File: config.mk
export PLATFORM = sky130hd
export DESIGN_NAME = integrator_mc
export DESIGN_NICKNAME = d
export VERILOG_FILES = /design/src/rtl/integrator_mc_pkg.sv /design/src/rtl/integrator_channel.sv /design/src/rtl/integrator_mc.sv
export SDC_FILE = /design/constraint.sdc
export NUM_CORES = 1
export LEC_CHECK = 0
export BUFFER_PORTS_ARGS = -buffer_cell sky130_fd_sc_hd__buf_2
export CAP_MARGIN = 40
export CORE_AREA = 2 2 63 77
export DETAILED_ROUTE_END_ITERATION = 16
export DIE_AREA = 0 0 65 79
export SLEW_MARGIN = 20
export SYNTH_ARGS = -nofsm -noshare
export SYNTH_HDL_FRONTEND = slang
export SYNTH_SLANG_ARGS = --single-unit
export TNS_END_PERCENT = 100
File: constraint.sdc
create_clock -name clk -period 1.45 [get_ports clk]
set_clock_uncertainty 0.1 [all_clocks]
set_input_delay 0.0725 -clock clk [delete_from_list [all_inputs] [get_ports clk]]
set_output_delay 0.0725 -clock clk [all_outputs]
set_load 0.02 [all_outputs]
File: src/rtl/integrator_mc_pkg.sv
// integrator_mc_pkg
// Shared types and helpers for the multi-channel integrator filter.
//   integ_state_t : per-channel FSM state (STABLE = no pending toggle,
//                   PENDING = counting differing samples)
//   cnt_width()   : counter width needed to hold 0..samples
package integrator_mc_pkg;

  typedef enum logic {
    STABLE  = 1'b0,
    PENDING = 1'b1
  } integ_state_t;

  function automatic int cnt_width(input int samples);
    return $clog2(samples + 1);
  endfunction

endpackage

File: src/rtl/integrator_channel.sv
// integrator_channel
// One glitch-filter channel: out follows in only after in has differed
// from out on SAMPLES qualifying sample strobes.
// Optional feature macro: INTEGRATOR_MC_UPDOWN_EN
//   undefined : a matching sample clears the count (strict debounce)
//   defined   : a matching sample decrements the count (leaky integrator)
// Ports:
//   clk      rising-edge clock
//   rst      synchronous active-high reset
//   sample   sample strobe; channel only evaluates when high
//   in       raw channel input (already synchronised)
//   out      filtered output, registered
//   changed  one-cycle pulse on the cycle out toggles
//   busy     counter non-zero (toggle pending)
//   state    FSM state, exported for checkers
module integrator_channel
  import integrator_mc_pkg::*;
#(
  parameter int   SAMPLES   = 10,
  parameter logic RESET_VAL = 1'b0
) (
  input  logic         clk,
  input  logic         rst,
  input  logic         sample,
  input  logic         in,
  output logic         out,
  output logic         changed,
  output logic         busy,
  output integ_state_t state
);

  localparam int CNT_W = cnt_width(SAMPLES);
  // Count value at which the next differing sample completes the toggle.
  localparam logic [CNT_W-1:0] LAST = CNT_W'(SAMPLES - 1);

  logic [CNT_W-1:0] cnt;
  logic [CNT_W-1:0] cnt_n;
  integ_state_t     state_n;
  logic             out_n;
  logic             changed_n;

  always_ff @(posedge clk) begin
    if (rst) begin
      state   <= STABLE;
      cnt     <= '0;
      out     <= RESET_VAL;
      changed <= 1'b0;
    end else begin
      state   <= state_n;
      cnt     <= cnt_n;
      out     <= out_n;
      changed <= changed_n;
    end
  end

  always_comb begin
    state_n   = state;
    cnt_n     = cnt;
    out_n     = out;
    changed_n = 1'b0;
    if (sample) begin
      if (in != out) begin
        // With SAMPLES=1, LAST is 0 so a STABLE channel toggles at once.
        if (cnt == LAST) begin
          out_n     = ~out;
          cnt_n     = '0;
          state_n   = STABLE;
          changed_n = 1'b1;
        end else begin
          cnt_n   = cnt + CNT_W'(1);
          state_n = PENDING;
        end
      end else if (state == PENDING) begin
`ifdef INTEGRATOR_MC_UPDOWN_EN
        if (cnt != '0) begin
          cnt_n = cnt - CNT_W'(1);
        end
        if (cnt <= CNT_W'(1)) begin
          state_n = STABLE;
        end
`else
        cnt_n   = '0;
        state_n = STABLE;
`endif
      end
    end
  end

  assign busy = (cnt != '0);

endmodule

File: src/rtl/integrator_mc.sv
// integrator_mc
// Multi-channel glitch filter for noisy 1-bit comparator outputs.
// Each channel is an independent integrator_channel sharing clk, rst, sample.
// Optional feature macro: INTEGRATOR_MC_UPDOWN_EN (see integrator_channel).
// Ports:
//   clk      rising-edge clock
//   rst      synchronous active-high reset
//   sample   sample strobe shared by all channels
//   in       [CHANNELS] raw inputs, synchronised upstream
//   out      [CHANNELS] filtered outputs, registered
//   changed  [CHANNELS] one-cycle toggle pulses
//   busy     [CHANNELS] toggle pending per channel
module integrator_mc
  import integrator_mc_pkg::*;
#(
  parameter int   CHANNELS  = 4,
  parameter int   SAMPLES   = 10,
  parameter logic RESET_VAL = 1'b0
) (
  input  logic                clk,
  input  logic                rst,
  input  logic                sample,
  input  logic [CHANNELS-1:0] in,
  output logic [CHANNELS-1:0] out,
  output logic [CHANNELS-1:0] changed,
  output logic [CHANNELS-1:0] busy
);

  // Per-channel FSM state, kept as a named array so checkers can bind to it.
  integ_state_t ch_state [CHANNELS];

  for (genvar g = 0; g < CHANNELS; g++) begin : g_ch
    integrator_channel #(
      .SAMPLES   (SAMPLES),
      .RESET_VAL (RESET_VAL)
    ) u_ch (
      .clk     (clk),
      .rst     (rst),
      .sample  (sample),
      .in      (in[g]),
      .out     (out[g]),
      .changed (changed[g]),
      .busy    (busy[g]),
      .state   (ch_state[g])
    );
  end

endmodule

== Word level (Yosys, flattened, before mapping) ==
Cells that the tools add are included.

* ROM bits: 0
* Input bits: 7
* Bits in writable memories: 0
* Word-level logic and storage cells: 81
* Register bits after elaboration: 28
* Output and inout bits: 12
* Memories: 0
* Latch bits: 0

* Multipliers: 0
* Magnitude comparators: 0
* Divide/modulo/power cells: 0
* Shift operators: 0
* Equal/unequal tests: 8
* $add $sub $neg: 4
* Reduce and logical (&&, ||, !) cells: 20
* Multiplexer cells: 24
* Bitwise gates (word level): 9

{| class="wikitable"
|+ Operators by type and width
! cell !! count
|-
| 2-to-1 mux 4 bit || 12
|-
| adder 4 x 1 -> 4 bit (second input constant) || 4
|-
| == test 4 bit (second input constant) || 4
|-
| nonzero test 4 bit || 4
|-
| 2-to-1 mux 1 bit || 12
|-
| AND reduction 3 bit || 4
|-
| OR reduction 3 bit || 4
|-
| NOT 1 bit || 9
|-
| AND reduction 2 bit || 4
|-
| nonzero test 2 bit || 4
|-
| != test 1 bit || 4
|}

== Logic depth before layout (Yosys ltp) ==
Gate-level depths: netlist (run 1).

* Word-level depth: 3
* Mapped depth: 6
* Depth with buffers taken out: 6

== Cells and area by module ==
From an unflattened synthesis (run 1), not the netlist that was laid out.

* Cell total of the unflattened synthesis: 148
* Area total of the unflattened synthesis: 1381.3 µm²

{| class="wikitable"
|+ Modules (own cells, without submodules)
! module !! area an instance (µm²) !! cells each !! instances
|-
| integrator_channel || 345.3 || 37 || 4
|}

== Worst setup path after synthesis (run 1) ==
No wires, ideal clock.

* Path type: reg-to-reg
* Start point: register g_ch[0].u_ch.cnt[1]
* End point: register g_ch[0].u_ch.cnt[0]
* Library setup time: 70 ps
* Arrival: 1319 ps
* Required time: 1280 ps
* Path buffers: 0
* Cell stages (with the launch flop): 7
* Slack: -39 ps
* Path through: dfxtp_1 -> inv_1 -> ha_1 -> and3b_1 -> or3_1 -> nand2b_1 -> a21oi_1

* Word-level cells in the longest chain between the ends: 3

{| class="wikitable"
|+ RTL lines
! item !! line !! text
|-
| from (decl) || integrator_channel.sv:36 || <nowiki>logic [CNT_W-1:0] cnt;</nowiki>
|-
| from (signal assigned) || integrator_channel.sv:50 || <nowiki>cnt <= cnt_n;</nowiki>
|-
| == test 4 bit || integrator_channel.sv:64 || <nowiki>if (cnt == LAST) begin</nowiki>
|-
| 2-to-1 mux 4 bit || integrator_channel.sv:64 ||
|-
| 2-to-1 mux 4 bit || integrator_channel.sv:62 || <nowiki>if (in != out) begin</nowiki>
|}

No other way between the ends.
A chain may end at the register's enable or synchronous reset.

== Worst setup path after layout (run 1) ==
Same ends and word-level chain as after synthesis.

==> results of run 1 <==
-- timing repair --
item,in CTS,in global routing
pin swaps,1,5
setup buffers,1,1
gates resized for setup,5,22
hold buffers,4,0
hold endpoints to repair,4,0
endpoints found under the setup margin,5,13
-- path summary, 6_finish.rpt --
kind	startpoint	to	slack (ns)	cells past startpoint
setup reg to reg	g_ch[0].u_ch.cnt[1]	g_ch[0].u_ch.cnt[0]	-0.003	6
hold reg to reg	g_ch[0].u_ch.state	g_ch[0].u_ch.state	0.37	2
hold / removal	rst	g_ch[0].u_ch.cnt[0]	0.005	2
setup / recovery	g_ch[0].u_ch.cnt[1]	g_ch[0].u_ch.cnt[0]	-0.003	6
-- report_power, final --
part | internal [uW] | switching [uW] | total (uW)
sequential | 787 | 12.8 | 800
combinational | 98.9 | 112 | 211
clock | 243 | 247 | 490
total | 1130 | 372 | 1500
-- state kept, by name, indices dropped and copies added (netlist names) --
name               flops
g_ch.u_ch.changed      4
g_ch.u_ch.state        4
g_ch.u_ch.out          4
g_ch.u_ch.cnt         16
-- area by class of cell --
type / count / area, um^2 / share of cell area (%)
Tap cell: 58 / 72.6 / 3.76
Clock buffer: 4 / 55.1 / 2.85
Timing Repair Buffer: 48 / 328 / 17.0
Inverter: 9 / 33.8 / 1.75
Multi-Input combinational cell: 120 / 871 / 45.1
Sequential cell: 28 / 571 / 29.6
-- synth_stat cells --
master    instances  area [um^2]
nand3_1           5         25.0
nand4_1           3         18.8
clkinv_1          1         3.75
xor2_1            3         26.3
a22oi_1           2         15.0
clkbuf_1          5         18.8
nor2_1           20         75.1
mux2i_1           5         50.1
inv_1             8         30.0
a31oi_1           3         18.8
or4b_1            1         10.0
xnor2_1           1         8.76
and3_1            3         18.8
or3_1             1         6.26
nand2b_1          2         12.5
o21ai_0           6         30.0
a311oi_1          3         26.3
mux2_2            3         33.8
nand2_1          18         67.6
and2_1            2         12.5
ha_1             12          150
nand4b_1          3         26.3
nand3b_1          5         37.5
nor3b_1           3         22.5
dfxtp_1          28          561
buf_4            12         90.1
and3b_1           1         8.76
a41oi_1           1         8.76
a21oi_1          13         65.1
xor2_2            1         16.3
-- metrics by stage --
step,std cells,TNS (ns),area [um^2],setup WS (ns)
floorplan,174,-0.0285,1500,-0.0285
global placement,257,0,1730,0.000502
detailed placement,257,-0.0287,1730,-0.0133
CTS,266,-0.0194,1850,-0.0194
global route,267,-0.154,1930,-0.0580
finish,267,-0.00264,1930,-0.00264
-- metal layers --
metal  wire [um]  track usage (%)  vias to the layer above
li1            -                -                      656
met1        1480             15.3                      545
met2        1360             21.3                       31
met3          98             1.70                        4
met4          50             6.38                        0
met5           0                0                        -
-- layout by cell type, fill, tap and decap left out, types with 2 or more instances in the layout --
| cell type | n |
|---|---|
| ha_1 | 10 |
| buf_4 | 27 |
| nand3b_1 | 5 |
| nor2_1 | 18 |
| nand4_1 | 3 |
| buf_2 | 17 |
| nor2_2 | 2 |
| inv_1 | 5 |
| clkbuf_8 | 4 |
| mux2_2 | 3 |
| mux2i_1 | 5 |
| nand2_1 | 18 |
| dlygate4sd3_1 | 4 |
| and3_4 | 2 |
| and2_1 | 2 |
| nand3_1 | 5 |
| a21oi_1 | 12 |
| inv_2 | 3 |
| xor2_2 | 2 |
| a31oi_1 | 3 |
| a311oi_1 | 2 |
| a22oi_1 | 2 |
| o21ai_0 | 6 |
| dfxtp_1 | 20 |
| nand4b_1 | 3 |
| dfxtp_2 | 8 |
| nor3b_1 | 3 |
-- cell families (layout without fill, tap and decap cells) --
group           count (synthesis)  count (layout)  synth area share [%]
compound gates                 28              28                  11.0
xor+xnor                        5               5                  3.43
fa+ha+maj                      12              12                  10.0
buf+inv                        26              61                  9.55
flops                          28              28                  37.5
mux                             8               8                  5.61
simple gates                   67              67                  22.9
-- critical path, delay by kind of cell (launching register included) --
family                     cells  cell delay (ns)
and+or+nand+nor                3             0.67
DFF                            1             0.35
adders and majority gates      1             0.14
AOI/OAI and AO/OA              1             0.09
buffers and inverters          1             0.05
==> impl_metrics.toml, run 1 <==
[run_status]
violations = "setup timing"
run_status = "finished, violations left"

[worst_setup_path]
cp_cell_sequence = "inv_2 > ha_4 > and3b_2 > or3_4 > nand2b_4 > a21oi_2"
slowest_delay_ns = 0.35
end_kind = "register"
path_class = "register to register"
path_max_fanout = 2
cp.arrival_ns = 1.57
crit_slowest_cell = "dfxtp_2"
start_kind = "register"
crit_required_ns = 1.57

[sta]
finalMaxSlewViolations = 0
final-setup-viol-count = 1
tightest_slew_ns = 0.401
hold_viol = 0
rsz0062_at_grt = "yes"
post-route-min-period_ns = 1.45
whs_ns = 0.00485
fmax_mhz = 688
setup_ws_ns = -0.00264
relSlewSlack_pct = 73.0
post-route-period-util_pct = 100

[clocking]
htreeDepth = 1
clock-sinks = 28
tritoncts = "done"
cts_buffers = 3
cts_root_buf = "clkbuf_8"
clk_latency_ns = 0.27
cts_buffer_depth = 2
clkSlewWorstSetupHoldPaths_ns = 0.10

[floorplanning]
ios = 19
fp.dieH_um = 79
die_x_um = 65
start_util_pct = 33.8
fp-row-count = 27
dieArea_um2 = 5140
core_um2 = 4430

[placement]
place_hpwl_mm = 2.10
gp_congestion = 0.807
port_buffers = 18

[detailed_routing]
drc = 0
wl_per_cell_um = 11.2
drt_iter0_markers = 60
vias = 1236
wirelength_mm = 2.99
vias_per_cell = 4.63
dr.pass1.iters = 4
postRouteAntennaNets = 0

[pwr]
leakage_uw = 0.000810
p_per_area_nw_per_um2 = 777
ir_drop_v = 0.000389
finalPower_uw = 1500

[global_routing]
grt_use_total_pct = 12.5
grt_pass1_wl_mm = 5.08
grt_pass1_vias = 1208
antenna_found_initial = 0
grt.overflow.total = 0
grt_max_degree = 20

[final_layout]
drive_gt1_share_pct = 36.4
finish.utilization_pct = 43.6
area_growth_pct = 29.2
fin_nets = 229
fill_cells = 443
antennaDiodeCount = 0

[synth]
ys_types = 30
synth_nets = 193
yosysWarnings = 0
syn_area_um2 = 1490
syn_inst = 174
syn_area_per_cell_um2 = 8.59
yosysSeqAreaShare_pct = 37.5
ys_ff_latch = 28

[job]
drv_cap = 0

[worst_hold_path]
min_path_type = "input pin to register"
Note: power is estimated with default switching activity, not from simulation.
==> run 2, diff against run 1 <==
- SETUP_SLACK_MARGIN: unset -> 0.15
==> impl_metrics.toml, run 2 (same netlist as run 1, synthesis figures left out) <==
[run_status]
run_status = "finished, violations left"
violations = "setup timing"

[pwr]
p_per_area_nw_per_um2 = 707
leakage_uw = 0.000841
finalPower_uw = 1550
ir_drop_v = 0.000310

[final_layout]
fill_cells = 417
largest_reg_flops = 16
fin_nets = 229
multi_input_area_um2 = 1060
layout_commonest_cell = "buf_4"
drive_gt1_share_pct = 49.3
top_register = "g_ch.u_ch.cnt"
final_cell_mix = "20 x buf_4, 17 x nor2_1, 17 x dfxtp_1, 15 x nand2_1, 14 x buf_2"
regArea_um2 = 589
final_area_um2 = 2190
area_growth_pct = 46.4
antennaDiodeCount = 0

[floorplanning]
ios = 19
fp.dieH_um = 79
start_util_pct = 33.8
core_um2 = 4430
die_x_um = 65
dieArea_um2 = 5140
fp-row-count = 27

[global_routing]
grt_max_degree = 20
grt_pass1_wl_mm = 5.42
grt_pass1_vias = 1262
grt.overflow.total = 0
antenna_found_initial = 0
grt_use_total_pct = 13.2

[placement]
place_hpwl_mm = 2.06
port_buffers = 18
place_area_um2 = 1700
gp_congestion = 0.738

[worst_setup_path]
cp.arrival_ns = 1.58
end_kind = "register"
crit_slowest_cell = "dfxtp_2"
path_class = "register to register"
slowest_delay_ns = 0.34
crit_required_ns = 1.56
cp_cell_sequence = "inv_2 > ha_4 > and3b_2 > or3_4 > nand2b_4 > a21oi_2"
r2r_slack_ns = -0.02
path_max_fanout = 2
start_kind = "register"

[detailed_routing]
postRouteAntennaNets = 0
drt_iter0_markers = 42
wirelength_mm = 3.29
drc = 0
wl_per_cell_um = 12.3
dr.pass1.iters = 4
vias_per_cell = 4.77
vias = 1274

[clocking]
cts_buffer_depth = 2
htreeDepth = 1
clkSlewWorstSetupHoldPaths_ns = 0.10
clock-sinks = 28
tritoncts = "done"
cts_buffers = 3
cts_root_buf = "clkbuf_8"
clk_latency_ns = 0.27

[sta]
post-route-period-util_pct = 101
tightest_slew_ns = 0.317
rsz0062_at_grt = "yes"
final-setup-viol-count = 1
fmax_mhz = 681
setup_ws_ns = -0.0185
finalMaxSlewViolations = 0
post-route-min-period_ns = 1.47
relSlewSlack_pct = 78.7
hold_viol = 0

[worst_hold_path]
min_path_type = "input pin to register"

[job]
drv_cap = 0
run 2: cell counts in the layout (fill, tap and decap cells not counted):
Identical to the previous run, type by type.
run 2: worst paths after layout:
path | start | to | cells past startpoint
hold / removal | in[1] | g_ch[1].u_ch.out | 3
setup / recovery | g_ch[0].u_ch.cnt[1] | g_ch[0].u_ch.cnt[0] | 6
setup reg to reg | g_ch[0].u_ch.cnt[1] | g_ch[0].u_ch.cnt[0] | 6
hold reg to reg | g_ch[0].u_ch.state | g_ch[0].u_ch.state | 2
run 2: layout make-up:
| class | count | area share, % |
|---|---|---|
| clock buffers | 4 | 2.52 |
| well taps | 58 | 3.32 |
| inverters | 9 | 1.77 |
| multi-input cells | 120 | 48.4 |
| flip-flops and latches | 28 | 26.9 |
| repair buffers | 48 | 17.0 |
run 2: layer usage:
metal	global-route usage, %	vias up	part of all wire (%)
met5	0	-	0
met3	1.27	2	1.6
li1	-	658	-
met2	22.8	12	51
met4	5.74	0	1.0
met1	16.4	602	46
run 2: critical path, delay by kind of cell, from the launching register on:
kind                       cells  cell delay [ns]
and+or+nand+nor                3             0.68
adders and majority gates      1             0.14
buffers and inverters          1             0.05
DFF                            1             0.34
AOI/OAI and AO/OA              1             0.10
run 2: through the flow:
step / cells / hold slack (ns) / setup WS [ns] / setup TNS [ns] / utilization [%]
6_report: 267 / 0.0416 / -0.0185 / -0.0185 / 49.4
2_1_floorplan: 174 / 0.118 / -0.00914 / -0.00914 / -
5_1_grt: 267 / 0.0576 / -0.0444 / -0.0929 / 49.4
3_3_place_gp: 246 / 0.248 / 0.00851 / 0 / 38.4
4_1_cts: 261 / 0.0329 / -0.0300 / -0.0300 / 43.9
3_5_place_dp: 246 / 0.255 / -0.00428 / -0.00428 / 38.4
run 2: repair_timing:
item | CTS | global route
pin swaps | 7 | 20
setup buffers | 7 | 6
hold buffers | 4 | 0
gates resized for setup | 28 | 49
hold endpoints to repair | 8 | 0
endpoints found under the setup margin | 21 | 28
run 2: where the power goes:
part	total, uW	internal [uW]	leakage [uW]	switching (uW)
Clock	484	243	0.0000288	241
Sequential	801	780	0.000234	20.9
Combinational	262	130	0.000578	132
